$ cat src/rtl/ecc_hamming_pkg.sv
// Shared constants and pure Hamming(12,8) helpers for the ECC demonstrator memory.
// Codeword bit i holds Hamming position i+1; parity at 1,2,4,8, data at the rest.
package ecc_hamming_pkg;

  localparam int DATA_W = 8;
  localparam int CODE_W = 12;
  localparam int ADDR_W = 4;
  localparam int DEPTH  = 2 ** ADDR_W;

  localparam int unsigned PARITY_POS [4]      = '{1, 2, 4, 8};
  localparam int unsigned DATA_POS   [DATA_W] = '{3, 5, 6, 7, 9, 10, 11, 12};

  function automatic logic [CODE_W-1:0] hamming_encode(input logic [DATA_W-1:0] data);
    logic [CODE_W-1:0] cw;
    logic              p;
    cw = '0;
    for (int i = 0; i < DATA_W; i++) begin
      cw[4'(DATA_POS[i] - 1)] = data[i];
    end
    // Each parity position only covers itself among parity positions, so it is still 0 here.
    for (int k = 0; k < 4; k++) begin
      p = 1'b0;
      for (int pos = 1; pos <= CODE_W; pos++) begin
        if ((pos & (1 << k)) != 0) p = p ^ cw[4'(pos - 1)];
      end
      cw[4'(PARITY_POS[k] - 1)] = p;
    end
    return cw;
  endfunction

  function automatic logic [3:0] hamming_syndrome(input logic [CODE_W-1:0] cw);
    logic [3:0] s;
    s = '0;
    for (int pos = 1; pos <= CODE_W; pos++) begin
      if (cw[4'(pos - 1)]) s = s ^ 4'(pos);
    end
    return s;
  endfunction

endpackage

$ cat src/rtl/hamming_sec_decoder.sv
// Combinational single-error-correcting Hamming(12,8) decoder.
module hamming_sec_decoder
  import ecc_hamming_pkg::*;
(
  input  logic [CODE_W-1:0] codeword,
  output logic [DATA_W-1:0] data,
  output logic              corrected
);

  logic [3:0]        syndrome;
  logic [CODE_W-1:0] fixed;

  // Syndromes 13..15 point outside the codeword, so the word is passed through unflagged.
  always_comb begin
    syndrome  = hamming_syndrome(codeword);
    fixed     = codeword;
    corrected = 1'b0;
    if (syndrome != 4'd0 && syndrome <= 4'(CODE_W)) begin
      fixed     = codeword ^ ({{(CODE_W-1){1'b0}}, 1'b1} << (syndrome - 4'd1));
      corrected = 1'b1;
    end
    data = '0;
    for (int i = 0; i < DATA_W; i++) begin
      data[i] = fixed[4'(DATA_POS[i] - 1)];
    end
  end

endmodule

$ cat src/rtl/ecc_hamming_faulty_mem.sv
// 16x8 memory stored as Hamming(12,8) codewords with a registered, corrected read.
// Define FAULT_INJECT_EN to enable the single-bit read-path fault injector.
module ecc_hamming_faulty_mem
  import ecc_hamming_pkg::*;
(
  input  logic              clk,
  input  logic              rst,
  input  logic [DATA_W-1:0] input_data,
  input  logic [ADDR_W-1:0] input_addr,
  input  logic              wr_en,
  input  logic [3:0]        fault_addr,
  input  logic              fault_enable,
  output logic [DATA_W-1:0] output_data,
  output logic              single_bit_error_corrected
);

  logic [CODE_W-1:0] mem [DEPTH];
  logic [CODE_W-1:0] fault_mask;
  logic [CODE_W-1:0] read_word;
  logic [DATA_W-1:0] dec_data;
  logic              dec_corrected;

`ifdef FAULT_INJECT_EN
  // The fault only touches the read path; stored words are never altered.
  always_comb begin
    fault_mask = '0;
    if (fault_enable && fault_addr <= 4'd11) fault_mask = CODE_W'(1) << fault_addr;
  end
`else
  logic unused_fault;
  assign unused_fault = ^{fault_addr, fault_enable};
  assign fault_mask   = '0;
`endif

  assign read_word = mem[input_addr] ^ fault_mask;

  hamming_sec_decoder u_decoder (
    .codeword  (read_word),
    .data      (dec_data),
    .corrected (dec_corrected)
  );

  always_ff @(posedge clk or negedge rst) begin
    if (!rst) begin
      for (int i = 0; i < DEPTH; i++) mem[i] <= '0;
    end else if (wr_en) begin
      mem[input_addr] <= hamming_encode(input_data);
    end
  end

  // Sampling the old word in the same edge as a write gives read-before-write.
  always_ff @(posedge clk or negedge rst) begin
    if (!rst) begin
      output_data                <= '0;
      single_bit_error_corrected <= 1'b0;
    end else begin
      output_data                <= dec_data;
      single_bit_error_corrected <= dec_corrected;
    end
  end

endmodule

$ cat config.mk
export PLATFORM = sky130hd
export DESIGN_NAME = ecc_hamming_faulty_mem
export DESIGN_NICKNAME = d
export VERILOG_FILES = /design/src/rtl/ecc_hamming_pkg.sv /design/src/rtl/hamming_sec_decoder.sv /design/src/rtl/ecc_hamming_faulty_mem.sv
export SDC_FILE = /design/constraint.sdc
export NUM_CORES = 1
export LEC_CHECK = 0
export BUFFER_PORTS_ARGS = -buffer_cell sky130_fd_sc_hd__buf_2
export CAP_MARGIN = 0
export CORE_AREA = 2 2 110 112
export CTS_CLUSTER_DIAMETER = 60
export CTS_CLUSTER_SIZE = 8
export DETAILED_ROUTE_END_ITERATION = 7
export DIE_AREA = 0 0 112 114
export PLACE_DENSITY = 0.72
export SLEW_MARGIN = 20
export SYNTH_ARGS = -nofsm -noshare
export SYNTH_HDL_FRONTEND = slang
export SYNTH_SLANG_ARGS = --single-unit
$ cat constraint.sdc
create_clock -name clk -period 3 [get_ports clk]
set_input_delay 0.3 -clock clk [delete_from_list [all_inputs] [get_ports clk]]
set_output_delay 0.3 -clock clk [all_outputs]
set_load 0.02 [all_outputs]
; ---- Word level (Yosys, flattened, before mapping)
; Index checks and enable logic that the tools add are counted.
; W data, S select, Z words.
[op_classes]
n_addsub = 1
magnitude_cmp = 3
shifts = 1
muxes = 17
bitwise_logic = 9
reduce_logical = 3
[op_table]
columns = cell, n
row1 = $bwmux W192, 1
row2 = $bmux W12 S4, 1
row3 = $demux W12 S4, 1
row4 = $mux W12, 4
row5 = $mux W3, 4
row6 = $shl A1 B4 Y12 const A, 1
row7 = $xor A12 B12 Y12, 1
row8 = $not A2 Y2, 3
row9 = $ge A5 B5 Y1 const B, 1
row10 = $lt A5 B1 Y1 const B, 1
row11 = $not A4 Y5, 1
row12 = $le A4 B4 Y1 const B, 1
row13 = $mux W2, 2
row14 = $mux W4, 1
row15 = $reduce_bool A4 Y1, 1
row16 = $sub A4 B1 Y4 const B, 1
row17 = $mux W1, 3
row18 = $not A1 Y1 const A, 3
row19 = $not A3 Y3, 1
row20 = $logic_and A1 B1 Y1, 2
[totals]
regBits = 201
input_bits = 20
output_inout_bits = 9
elab_cells = 52

; ---- Logic depth before layout (Yosys ltp)
; Gate-level depths: netlist of the first run.
[logic_depth]
depth_word = 20
ltp_mapped = 15
depth_no_buf = 12

; ---- Cells and area by module
; Synthesis of the first run repeated with hierarchy kept, for this count alone.
[unflattened]
hier_cells = 413
area_unflattened_um2 = 6443.7
[by_module_without_submodules]
columns = module, n_inst, cells_each, area_per_inst_um2, seq_area_each_um2
row1 = ecc_hamming_faulty_mem, 1, 375, 6164.7, 3428.3
row2 = hamming_sec_decoder, 1, 38, 279.0, 0.0

; ---- Worst setup path after synthesis of the first run
; No wires, ideal clock.
[synth_timing]
path_type = in2reg
startpoint = input input_addr[0]
endpoint = register output_data[1]
setup_time_ns = 0.090
arrival_time_ns = 2.639
required_ns = 2.910
path_slack_ns = 0.271
path_stages = 11
path_buffers = 2
path_cell_list = buf_6 -> buf_6 -> mux4_2 -> o22ai_1 -> nor2_1 -> xnor2_1 -> mux2i_1 -> ha_1 -> nor2_1 -> a21oi_1 -> o221ai_1
[synth_between]
elab_chain_cells = 19
[synth_rtl]
columns = item, line_no
row1 = "start, declared", ecc_hamming_faulty_mem.sv:9  ; input logic [ADDR_W-1:0] input_addr,
row2 = $not A4 Y5 (not written as such) (*), ecc_hamming_faulty_mem.sv:35  ; assign read_word = mem[input_addr] ^ fault_mask;
row3 = $bmux W12 S4 (*), ecc_hamming_faulty_mem.sv:35
row4 = $mux W12 (not written as such) (*) (2 in a row), ecc_hamming_faulty_mem.sv:35
row5 = $mux W1, ecc_hamming_pkg.sv:35  ; if (cw[4'(pos - 1)]) s = s ^ 4'(pos);
row6 = $mux W2, ecc_hamming_pkg.sv:35
row7 = $not A2 Y2 (no line), -
row8 = $mux W2, ecc_hamming_pkg.sv:35
row9 = $mux W3, ecc_hamming_pkg.sv:35
row10 = (+3 left out), -
row11 = $not A3 Y3 (no line), -
row12 = $mux W3, ecc_hamming_pkg.sv:35
row13 = $mux W4, ecc_hamming_pkg.sv:35
row14 = $sub A4 B1 Y4, hamming_sec_decoder.sv:19  ; fixed = codeword ^ ({{(CODE_W-1){1'b0}}, 1'b1} << (syndrome - 4'd1));
row15 = $shl A1 B4 Y12, hamming_sec_decoder.sv:19
row16 = $xor A12 B12 Y12, hamming_sec_decoder.sv:19
row17 = $mux W12 (*), hamming_sec_decoder.sv:18  ; if (syndrome != 4'd0 && syndrome <= 4'(CODE_W)) begin
row18 = named net dec_data[1], ecc_hamming_faulty_mem.sv:20  ; logic [DATA_W-1:0] dec_data;
row19 = "end signal, assigned", ecc_hamming_faulty_mem.sv:57  ; output_data <= dec_data;
row20 = "end, declared", ecc_hamming_faulty_mem.sv:13  ; output logic [DATA_W-1:0] output_data,
; Mark *: on every way through the listed nets, which the timed path passes. The rest lies on a longest branch. The select of a mux whose other input is x is not followed.
; A chain may end at the register's enable or synchronous reset.

; ---- Final worst setup path of the first run
[layout_timing]
startpoint = register mem[6] (netlist name)
endpoint = register output_data[1]
[layout_between]
elab_chain_cells = 9
[layout_rtl]
columns = item, line_no
row1 = "start, declared", ecc_hamming_faulty_mem.sv:17  ; logic [CODE_W-1:0] mem [DEPTH];
row2 = "start signal, assigned by index", ecc_hamming_faulty_mem.sv:47  ; mem[input_addr] <= hamming_encode(input_data);
row3 = $bmux W12 S4 (*), ecc_hamming_faulty_mem.sv:35
row4 = $mux W12 (not written as such) (*) (2 in a row), ecc_hamming_faulty_mem.sv:35
row5 = $mux W3 (*), ecc_hamming_pkg.sv:35
row6 = $mux W4 (*), ecc_hamming_pkg.sv:35
row7 = $sub A4 B1 Y4, hamming_sec_decoder.sv:19
row8 = $shl A1 B4 Y12, hamming_sec_decoder.sv:19
row9 = $xor A12 B12 Y12, hamming_sec_decoder.sv:19
row10 = $mux W12 (*), hamming_sec_decoder.sv:18
row11 = named net dec_data[1], ecc_hamming_faulty_mem.sv:20
; Marks and branches as above.

==> reports/qor.yml, run 1 <==
maxUsedRoutingLayer: "met4"
end_kind: "flop"
synth_top_cell_by_area: "dfrtp_1"
cts-buffers-inserted: 17
rows: 40
holdCritStartpoint: "input_data[6]"
grt_pass1_wl_mm: 21.5
regArea_um2: 3430
max-vdd-ir-drop_mv: 0.492
cellLeakagePower_nw: 3.18
synth_cell_type_count: 37
wl_met2_mm: 6.13
finalInstanceArea_um2: 7280
antenna_found_initial: 0
tightest_slew_ns: 0.754
crit_slowest_cell: "mux4_2"
overflow: 0
p_per_area_nw_per_um2: 763
slew_violations: 0
synth_common_cells: "137 x dfrtp_1, 128 x mux2_2, 28 x mux4_2"
dieArea_um2: 12800
cts-root-buf: "clkbuf_16"
hold_end: "mem[46]$_DFFE_PN0P_"
synth.net_count: 428
setup_viol: 0
cts_sinks: 137
vias_per_cell: 5.98
criticalPathCategory: "reg2reg"
drv_cap: 0
antenna-diode-count: 0
fin_skew_ns: 0.00597
post-dp-hpwl_mm: 8.66
min_path_type: "in2reg"
comb_power_share_pct: 22.4
fill_cells: 874
routed_wl_mm: 12.9
synth_edf_count: 0
num_vias: 3662
clkTransAtPathRegs_ns: 0.05
ant_nets: 0
max-slew-margin-rel_pct: 49.7
place_area_um2: 6760
worstPathCellList: "mux4_2 > o22ai_1 > nor2_1 > xnor2_1 > mux2i_1 > ha_1 > nor2_1 > a21oi_1 > o221ai_1"
cts_tree: "yes"
grt_pass1_vias: 3892
pwr-share-seq_pct: 45.1
holdPathStages: 2
ctsHtreeMaxLevel: 4
max_freq_mhz: 362
cp_slowest_stage_delay_ns: 0.49
drt_drc_violations_left: 0
finalCritPeriodShare_pct: 92.0
num_io_pins: 29
r2r_end: "output_data[1]$_DFF_PN0_"
ys_ff_latch: 137
ys_top_cells_by_area: "dfrtp_1 54%, mux2_2 23%, mux4_2 10%, mux4_1 2.5%, clkbuf_1 0.89%"
cp_max_fo: 5
die_w_um: 112
final_layout_size_suffix_gt1_share_pct: 51.2
switching_share_pct: 26.1
cp_common_cell: "nor2_1"
yosysTopAreaCellShare_pct: 54.5
grt_start_max_net_pins: 84
wire_per_inst_um: 21.0
min_period_ns: 2.76
required_ns: 3.32
area_growth_pct: 15.6
ys.flop_type: "dfrtp_1"
syn_area_um2: 6300
power_switching_w: 0.00145
portBuffers: 23
clk_latency_ns: 0.41
status: "complete, no violations"
whs_ns: 0.335
ctsLongestPathBuffers: 2
synth-async-reset-ratio_pct: 100
crit_arrival_ns: 3.08
place.gp.congestion: 0.816
drt_iter0_drc: 176
nets: 476
pwr-share-clk_pct: 32.5
r2r_slack_ns: 0.24
dr_wl_met3_um: 517
synth.avg_cell_area_um2: 15.5
dr.pass1.iters: 5
fin_setup_tns_ns: 0
worstRegToRegCells: 9
ys_warn_count: 0
multi_input_area_um2: 2740
drt-met1-wl_mm: 5.88
hold_viol_final: 0
dieHeight_um: 114
post_cts_resized: 0
yosysMostFrequentCell: "dfrtp_1"
core_um2: 11700
initial_core_util_pct: 53.8
reg2reg_from: "mem[6]$_DFFE_PN0P_"
rsz0062_at_grt: "false"
intPower_w: 0.00410
startpoint_type: "flop"
ys_seq_area_share_pct: 54.5
grt_usage_pct: 22.3
synth_cells: 407
[layout by cell type, fill, tap and decap left out, drive strengths merged, types with 4 or more instances in the layout]
cell    Yosys  routed
buf        10      53
clkbuf     15      25
clkinv      0       4
dfrtp     137     137
mux2      128     128
mux2i       5       5
mux4       34      34
nand2      15      15
nand3       9       9
nand3b      4       4
nor2       15      15
or3         4       4
[per-stage QoR]
step | setup slack (ns) | cells | power, W | utilization, %
finish | 0.239 | 612 | 0.00555 | 62.1
global route | 0.0614 | 612 | 0.00584 | 62.1
CTS | 0.225 | 612 | 0.00559 | 62.1
detailed placement | -0.0628 | 582 | 0.00378 | 57.7
global placement | 0.0643 | 582 | 0.00371 | 57.7
floorplan | 0.271 | 407 | 0.00340 | -
[logic make-up after synthesis]
family          count (synthesis)  share of synthesized area (%)
compound gates                 15                           2.03
xor+xnor                        4                          0.557
fa+ha+maj                       1                          0.199
buf+inv                        27                           1.97
flops                         137                           54.5
mux                           167                           36.2
simple gates                   56                           4.59
[area by class of cell]
class / count / share of cell area (%)
sequential: 137 / 47.1
clock inverter: 4 / 0.275
inverter: 2 / 0.103
clock buffer: 25 / 6.67
timing repair buffer: 54 / 5.59
multi-input combinational: 243 / 37.7
tap: 147 / 2.53
[worst max-delay path, delay by kind of cell (launching register included)]
family	cells	cell delay, ns
multiplexers	2	0.75
adder cells (fa/ha/maj)	1	0.30
XOR/XNOR	1	0.26
flip-flops	1	0.37
AO/OA/AOI/OAI	3	0.58
AND/OR/NAND/NOR	2	0.40
[routing by layer]
| metal | global-route usage [%] | vias to the layer above |
|---|---|---|
| met4 | 9.76 | 0 |
| met1 | 31.4 | 1916 |
| met5 | 0 | - |
| met3 | 5.58 | 29 |
| met2 | 33.6 | 89 |
| li1 | - | 1628 |
[sequential cells by signal (all words and copies together), names as in the netlist]
name	cells
mem	128
output_data	8
single_bit_error_corrected	1
[worst max path at each step]
stage | from | endpoint | cells past startpoint
final | mem[6]$_DFFE_PN0P_ | output_data[1]$_DFF_PN0_ | 9
after global routing | mem[102]$_DFFE_PN0P_ | output_data[1]$_DFF_PN0_ | 9
after CTS | mem[6]$_DFFE_PN0P_ | output_data[1]$_DFF_PN0_ | 9
after detailed placement | input_addr[0] | output_data[1]$_DFF_PN0_ | 11
after global placement | input_addr[0] | output_data[2]$_DFF_PN0_ | 11
after floorplan | input_addr[0] | output_data[1]$_DFF_PN0_ | 11
[timing repair]
item | in CTS | in global routing
hold buffers | 1 | 0
setup buffers | 0 | 0
endpoints found under the hold margin | 82 | 0
[power by group through the flow]
stage | clock, W | combinational (W) | sequential (W)
finish | 0.00180 | 0.00124 | 0.00250
global route | 0.00193 | 0.00135 | 0.00256
detailed placement | 0 | 0.00125 | 0.00253
CTS | 0.00183 | 0.00125 | 0.00251
global placement | 0 | 0.00120 | 0.00250
floorplan | 0 | 0.000870 | 0.00253
(Power assumes the default switching activity.)
==> run 2, diff against run 1 <==
--- a/config.mk
+++ b/config.mk
@@ -7,12 +7,14 @@
 export LEC_CHECK = 0
 export BUFFER_PORTS_ARGS = -buffer_cell sky130_fd_sc_hd__buf_2
 export CAP_MARGIN = 0
-export CORE_AREA = 2 2 110 112
+export CELL_PAD_IN_SITES_DETAIL_PLACEMENT = 1
+export CELL_PAD_IN_SITES_GLOBAL_PLACEMENT = 2
+export CORE_AREA = 2 2 122 124
 export CTS_CLUSTER_DIAMETER = 60
 export CTS_CLUSTER_SIZE = 8
 export DETAILED_ROUTE_END_ITERATION = 7
-export DIE_AREA = 0 0 112 114
-export PLACE_DENSITY = 0.72
+export DIE_AREA = 0 0 124 126
+export PLACE_DENSITY_LB_ADDON = 0.1
 export SLEW_MARGIN = 20
 export SYNTH_ARGS = -nofsm -noshare
 export SYNTH_HDL_FRONTEND = slang
==> run 2 against run 1 <==
Against the previous run: core utilization shrank 11 points; final cell count grew 6.5%; via count shrank 1.2%; sequential share of layout area shrank 0.44 points; clock-buffer cell count shrank 3; largest power group unchanged; worst hold slack gained 0.037 ns; critical endpoint unchanged; maximum frequency grew 0.23%.
==> reports/qor.yml, run 2 (synthesis results as in run 1) <==
fin_util_pct: 51.3  # was 62.1%
place_area_um2: 6790  # was 6760 um2
whs_ns: 0.372  # was 0.335 ns
drv_cap: 0  # unchanged
fin_setup_tns_ns: 0  # unchanged
cellLeakagePower_nw: 3.19  # was 3.18 nW
hold_buffers: 1  # unchanged
cp_max_fo: 5  # unchanged
criticalPathCategory: "reg2reg"  # unchanged
post_cts_buffers: 0  # unchanged
post_cts_resized: 0  # unchanged
intPower_w: 0.00422  # was 0.00410 W
switching_share_pct: 26.7  # was 26.1%
most-common-layout-cells: "137 x dfrtp_1, 128 x mux2_2, 29 x buf_4, 28 x mux4_2, 22 x buf_2"  # was 137 x dfrtp_1, 128 x mux2_2, 28 x mux4_2, 26 x buf_4, 22 x buf_2
setup_viol: 0  # unchanged
end_kind: "flop"  # unchanged
grt_usage_pct: 20.5  # was 22.3%
dieArea_um2: 15600  # was 12800 um2
finalCritPeriodShare_pct: 91.8  # was 92.0%
dr.pass1.iters: 4  # was 5
min_period_ns: 2.75  # was 2.76 ns
startpoint_type: "flop"  # unchanged
portBuffers: 23  # unchanged
fin_skew_ns: 0.00480  # was 0.00597 ns
antenna-diode-count: 0  # unchanged
critPathTopFamily: "multiplexers"  # unchanged
num_io_pins: 29  # unchanged
wire_per_inst_um: 22.4  # was 21.0 um
instances_no_fill: 652  # was 612
max_freq_mhz: 363  # was 362 MHz
overflow: 0  # unchanged
grt_pass1_vias: 3989  # was 3892
cts_tree: "yes"  # unchanged
dieHeight_um: 126  # was 114 um
worstPathCellList: "mux4_2 > o22ai_1 > nor2_1 > xnor2_1 > mux2i_1 > ha_1 > nor2_1 > a21oi_1 > o221ai_1"  # unchanged
crit_arrival_ns: 3.08  # about the same
place.gp.congestion: 0.741  # was 0.816
cts-root-buf: "clkbuf_16"  # unchanged
max-slew-margin-rel_pct: 55.7  # was 49.7%
finalInstanceArea_um2: 7340  # was 7280 um2
p_per_area_nw_per_um2: 783  # was 763 nW/um2
mostFrequentLayoutCell: "dfrtp_1"  # unchanged
min_path_type: "in2reg"  # unchanged
grt_start_max_net_pins: 81  # was 84
max-vdd-ir-drop_mv: 0.540  # was 0.492 mV
ctsHtreeMaxLevel: 4  # unchanged
crit_slowest_cell: "mux4_2"  # unchanged
required_ns: 3.33  # was 3.32 ns
clkTransAtPathRegs_ns: 0.06  # was 0.05 ns
final_layout_size_suffix_gt1_share_pct: 51.5  # was 51.2%
drt_drc_violations_left: 0  # unchanged
area_growth_pct: 16.7  # was 15.6%
vias_per_cell: 5.55  # was 5.98
status: "complete, no violations"  # unchanged
pwr-share-clk_pct: 34.1  # was 32.5%
hold_viol_final: 0  # unchanged
rows: 44  # was 40
fill_cells: 1399  # was 874
ctsLongestPathBuffers: 2  # unchanged
grt_pass1_wl_mm: 23.2  # was 21.5 mm
largest_reg_flops: 128  # unchanged
routed_wl_mm: 14.6  # was 12.9 mm
cts_sinks: 137  # unchanged
crit_buf_inv: 0  # unchanged
initial_core_util_pct: 44.0  # was 53.8%
die_w_um: 124  # was 112 um
cts-buffers-inserted: 17  # unchanged
pwr-share-seq_pct: 43.6  # was 45.1%
regMostFlops: "mem"  # unchanged
power_switching_w: 0.00153  # was 0.00145 W
post-dp-hpwl_mm: 10.1  # was 8.66 mm
drt_iter0_drc: 148  # was 176
clk_latency_ns: 0.42  # was 0.41 ns
tightest_slew_ns: 0.663  # was 0.754 ns
comb_power_share_pct: 22.4  # about the same
rsz0062_at_grt: "false"  # unchanged
nets: 477  # was 476
antenna_found_initial: 0  # unchanged
largestRegisters: "mem: 128 flops, output_data: 8 flops, single_bit_error_corrected: 1 flops"  # unchanged
placed_cells: 620  # was 582
cp_common_cell: "nor2_1"  # unchanged
slew_violations: 0  # unchanged
cp_slowest_stage_delay_ns: 0.51  # was 0.49 ns
core_um2: 14300  # was 11700 um2
ant_nets: 0  # unchanged
num_vias: 3618  # was 3662
-- run 2: cell count changes in the layout (fill, tap and decap cells not counted), sizes merged --
cell | previous run | this run
bufinv | 0 | 2
clkbuf | 25 | 22
clkinv | 4 | 6
clkinvlp | 0 | 1
buf | 53 | 54
-- run 2: layout make-up --
type,count,area [um2],area share (%)
Sequential cell,137,3430,46.7
Multi-Input combinational cell,243,2740,37.4
Clock buffer,22,444,6.05
Timing Repair Buffer,55,389,5.30
Tap cell,184,230,3.13
Clock inverter,9,101,1.38
Inverter,2,7.51,0.102
-- run 2: layer usage --
metal  part of all wire [%]  routed length (um)  vias to the layer above  track usage [%]
li1                       -                   -                     1619                -
met3                    1.6                 233                       14             3.80
met5                      0                   0                        -                0
met4                    1.4                 201                        0             6.74
met1                     49                7120                     1954             29.6
met2                     48                7060                       31             31.5
-- run 2: worst register-to-register path, stage by stage, from the launching register on --
cell	delay [ns]
dfrtp_1	0.38
mux4_2	0.51
o22ai_1	0.25
nor2_1	0.12
xnor2_1	0.28
mux2i_1	0.26
ha_1	0.29
nor2_1	0.27
a21oi_1	0.12
o221ai_1	0.18
-- run 2: through the flow --
stage / setup WS [ns] / total power, W
final: 0.245 / 0.00575
after global routing: 0.0915 / 0.00606
after CTS: 0.248 / 0.00582
after detailed placement: -0.0378 / 0.00383
after global placement: 0.0366 / 0.00376
after floorplan: 0.271 / 0.00340
-- run 2: path summary, 6_finish.rpt --
path	depth (start not counted)	slack [ns]	to	from
max in group asynchronous	3	1.75	mem[74]$_DFFE_PN0P_	rst
setup / recovery	9	0.25	output_data[1]$_DFF_PN0_	mem[6]$_DFFE_PN0P_
hold / removal	2	0.37	mem[44]$_DFFE_PN0P_	input_data[4]
hold reg to reg	1	0.50	mem[38]$_DFFE_PN0P_	mem[38]$_DFFE_PN0P_
setup reg to reg	9	0.25	output_data[1]$_DFF_PN0_	mem[6]$_DFFE_PN0P_
min in group asynchronous	2	0.41	single_bit_error_corrected$_DFF_PN0_	rst
-- run 2: power groups by stage --
stage | combinational [W] | sequential (W) | clock (W)
after global placement | 0.00125 | 0.00250 | 0
after global routing | 0.00140 | 0.00257 | 0.00209
after CTS | 0.00130 | 0.00251 | 0.00201
after detailed placement | 0.00129 | 0.00254 | 0
after floorplan | 0.000870 | 0.00253 | 0
final | 0.00129 | 0.00251 | 0.00196
==> run 3, diff against run 2 <==
--- a/config.mk
+++ b/config.mk
@@ -15,6 +15,7 @@
 export DETAILED_ROUTE_END_ITERATION = 7
 export DIE_AREA = 0 0 124 126
 export PLACE_DENSITY_LB_ADDON = 0.1
+export REMOVE_ABC_BUFFERS = 1
 export SLEW_MARGIN = 20
 export SYNTH_ARGS = -nofsm -noshare
 export SYNTH_HDL_FRONTEND = slang
==> run 3 against run 2 <==
Against the previous run: power increased by 5.7%; worst setup slack improved by 0.078 ns; critical path depth increased by 2; sequential power about the same; core utilization increased by 1.1 points; clock-buffer cell count decreased by 1; critical path type unchanged; largest cell class unchanged.
==> reports/qor.yml, run 3 (synthesis results as in run 1) <==
ant_nets: 0  # unchanged
rsz0062_at_grt: "false"  # unchanged
placed_cells: 626  # was 620
overflow: 0  # unchanged
max-vdd-ir-drop_mv: 0.405  # was 0.540 mV
cts_tree: "yes"  # unchanged
slew_violations: 0  # unchanged
mostFrequentLayoutCell: "dfrtp_1"  # unchanged
min_period_ns: 2.68  # was 2.75 ns
end_kind: "flop"  # unchanged
startpoint_type: "flop"  # unchanged
ctsLongestPathBuffers: 2  # unchanged
grt_pass1_wl_mm: 24.2  # was 23.2 mm
required_ns: 3.32  # was 3.33 ns
nets: 483  # was 477
largest_reg_flops: 128  # unchanged
setup_viol: 0  # unchanged
fin_skew_ns: 0.00740  # was 0.00480 ns
tightest_slew_ns: 0.685  # was 0.663 ns
finalPower_w: 0.00608  # was 0.00575 W
vias_per_cell: 5.61  # was 5.55
final_layout_size_suffix_gt1_share_pct: 53.3  # was 51.5%
wire_per_inst_um: 22.5  # was 22.4 um
initial_core_util_pct: 44.0  # unchanged
clkTransAtPathRegs_ns: 0.06  # about the same
cts-root-buf: "clkbuf_16"  # unchanged
drv_cap: 0  # unchanged
clk_latency_ns: 0.41  # was 0.42 ns
cellLeakagePower_nw: 3.27  # was 3.19 nW
cts-buffers-inserted: 17  # unchanged
post_cts_resized: 0  # unchanged
num_io_pins: 29  # unchanged
grt_usage_pct: 21.1  # was 20.5%
crit_arrival_ns: 3.00  # was 3.08 ns
die_w_um: 124  # unchanged
r2r_end: "output_data[0]$_DFF_PN0_"  # was output_data[1]$_DFF_PN0_
cts_sinks: 137  # unchanged
instances_no_fill: 659  # was 652
min_path_type: "in2reg"  # unchanged
reg2reg_from: "mem[102]$_DFFE_PN0P_"  # was mem[6]$_DFFE_PN0P_
endpoint: "output_data[0]$_DFF_PN0_"  # was output_data[1]$_DFF_PN0_
largestRegisters: "mem: 128 flops, output_data: 8 flops, single_bit_error_corrected: 1 flops"  # unchanged
routed_wl_mm: 14.8  # was 14.6 mm
max-slew-margin-rel_pct: 54.2  # was 55.7%
antenna-diode-count: 0  # unchanged
worstRegToRegCells: 11  # was 9
regMostFlops: "mem"  # unchanged
grt_start_max_net_pins: 62  # was 81
antenna_found_initial: 0  # unchanged
ctsHtreeMaxLevel: 4  # unchanged
portBuffers: 23  # unchanged
dr.pass1.iters: 4  # unchanged
most-common-layout-cells: "137 x dfrtp_1, 128 x mux2_2, 34 x buf_4, 28 x mux4_2, 22 x buf_2"  # was 137 x dfrtp_1, 128 x mux2_2, 29 x buf_4, 28 x mux4_2, 22 x buf_2
post-dp-hpwl_mm: 10.1  # about the same
criticalPathCategory: "reg2reg"  # unchanged
hold_viol_final: 0  # unchanged
cp_max_fo: 4  # was 5
max_freq_mhz: 374  # was 363 MHz
drt_iter0_drc: 131  # was 148
num_vias: 3696  # was 3618
rows: 44  # unchanged
r2r_slack_ns: 0.32  # was 0.25 ns
area_growth_pct: 19.2  # was 16.7%
core_um2: 14300  # unchanged
grt_pass1_vias: 4214  # was 3989
place.gp.congestion: 0.767  # was 0.741
drt_drc_violations_left: 0  # unchanged
p_per_area_nw_per_um2: 810  # was 783 nW/um2
status: "complete, no violations"  # unchanged
crit_start: "mem[102]$_DFFE_PN0P_"  # was mem[6]$_DFFE_PN0P_
dieHeight_um: 126  # unchanged
fill_cells: 1379  # was 1399
finalCritPeriodShare_pct: 89.2  # was 91.8%
dieArea_um2: 15600  # unchanged
## run 3: changes by cell type in the layout (fill, tap and decap cells not counted), sizes merged
| cell | change |
|---|---|
| bufinv | +2 |
| clkinvlp | +1 |
| clkinv | -1 |
| buf | +6 |
| clkbuf | -1 |
## run 3: layout make-up
type                    instances  area, um2  area share [%]
flip-flops and latches        137       3430            45.7
well taps                     184        230            3.07
inverters                       2       7.51           0.100
clock inverters                11        168            2.23
repair buffers                 61        447            5.95
multi-input cells             243       2740            36.6
clock buffers                  21        480            6.40
## run 3: stage by stage
| step | TNS [ns] | hold WS [ns] | setup WS (ns) | utilization (%) | instance area (um2) |
|---|---|---|---|---|---|
| after floorplan | 0 | 0.00441 | 0.513 | - | 6180 |
| after global placement | 0 | 0.309 | 0.0454 | 47.8 | 6850 |
| after detailed placement | -0.00566 | 0.321 | -0.00566 | 47.8 | 6850 |
| after CTS | 0 | 0.342 | 0.297 | 52.4 | 7500 |
| after global routing | 0 | 0.390 | 0.110 | 52.4 | 7500 |
| final | 0 | 0.355 | 0.323 | 52.4 | 7500 |
## run 3: repair_timing
action / CTS / global route
hold endpoints to repair: 59 / 0
hold buffers: 1 / 0
buffers inserted: 0 / 0
## run 3: report_power, final
part | switching [W] | internal [W] | leakage, nW
clock | 0.000784 | 0.00148 | 0.315
combinational | 0.000575 | 0.000731 | 1.28
sequential | 0.000209 | 0.00230 | 1.68
## run 3: worst max-delay path, cell delays in order, from the launching register on
cell      delay, ns
dfrtp_1        0.37
mux4_2         0.47
o22ai_1        0.19
buf_4          0.17
nor2_1         0.07
buf_4          0.15
xnor2_1        0.20
xnor2_1        0.09
ha_1           0.33
nand2_1        0.13
o31a_1         0.26
o211ai_1       0.16
## run 3: per-layer routing
layer	wire length (um)	GRT usage, %
met1	7060	29.7
met2	7180	33.2
met3	360	4.94
met4	197	5.82
met5	0	0
## run 3: how the worst min path moves through the flow
stage,depth (start not counted),from,to,slack [ns]
after global routing,2,input_data[5],mem[33]$_DFFE_PN0P_,0.39
after floorplan,0,rst,mem[100]$_DFFE_PN0P_,0.004
final,2,input_data[7],mem[11]$_DFFE_PN0P_,0.35
after global placement,1,rst,mem[188]$_DFFE_PN0P_,0.31
after CTS,2,input_data[7],mem[11]$_DFFE_PN0P_,0.34
after detailed placement,1,rst,mem[188]$_DFFE_PN0P_,0.32
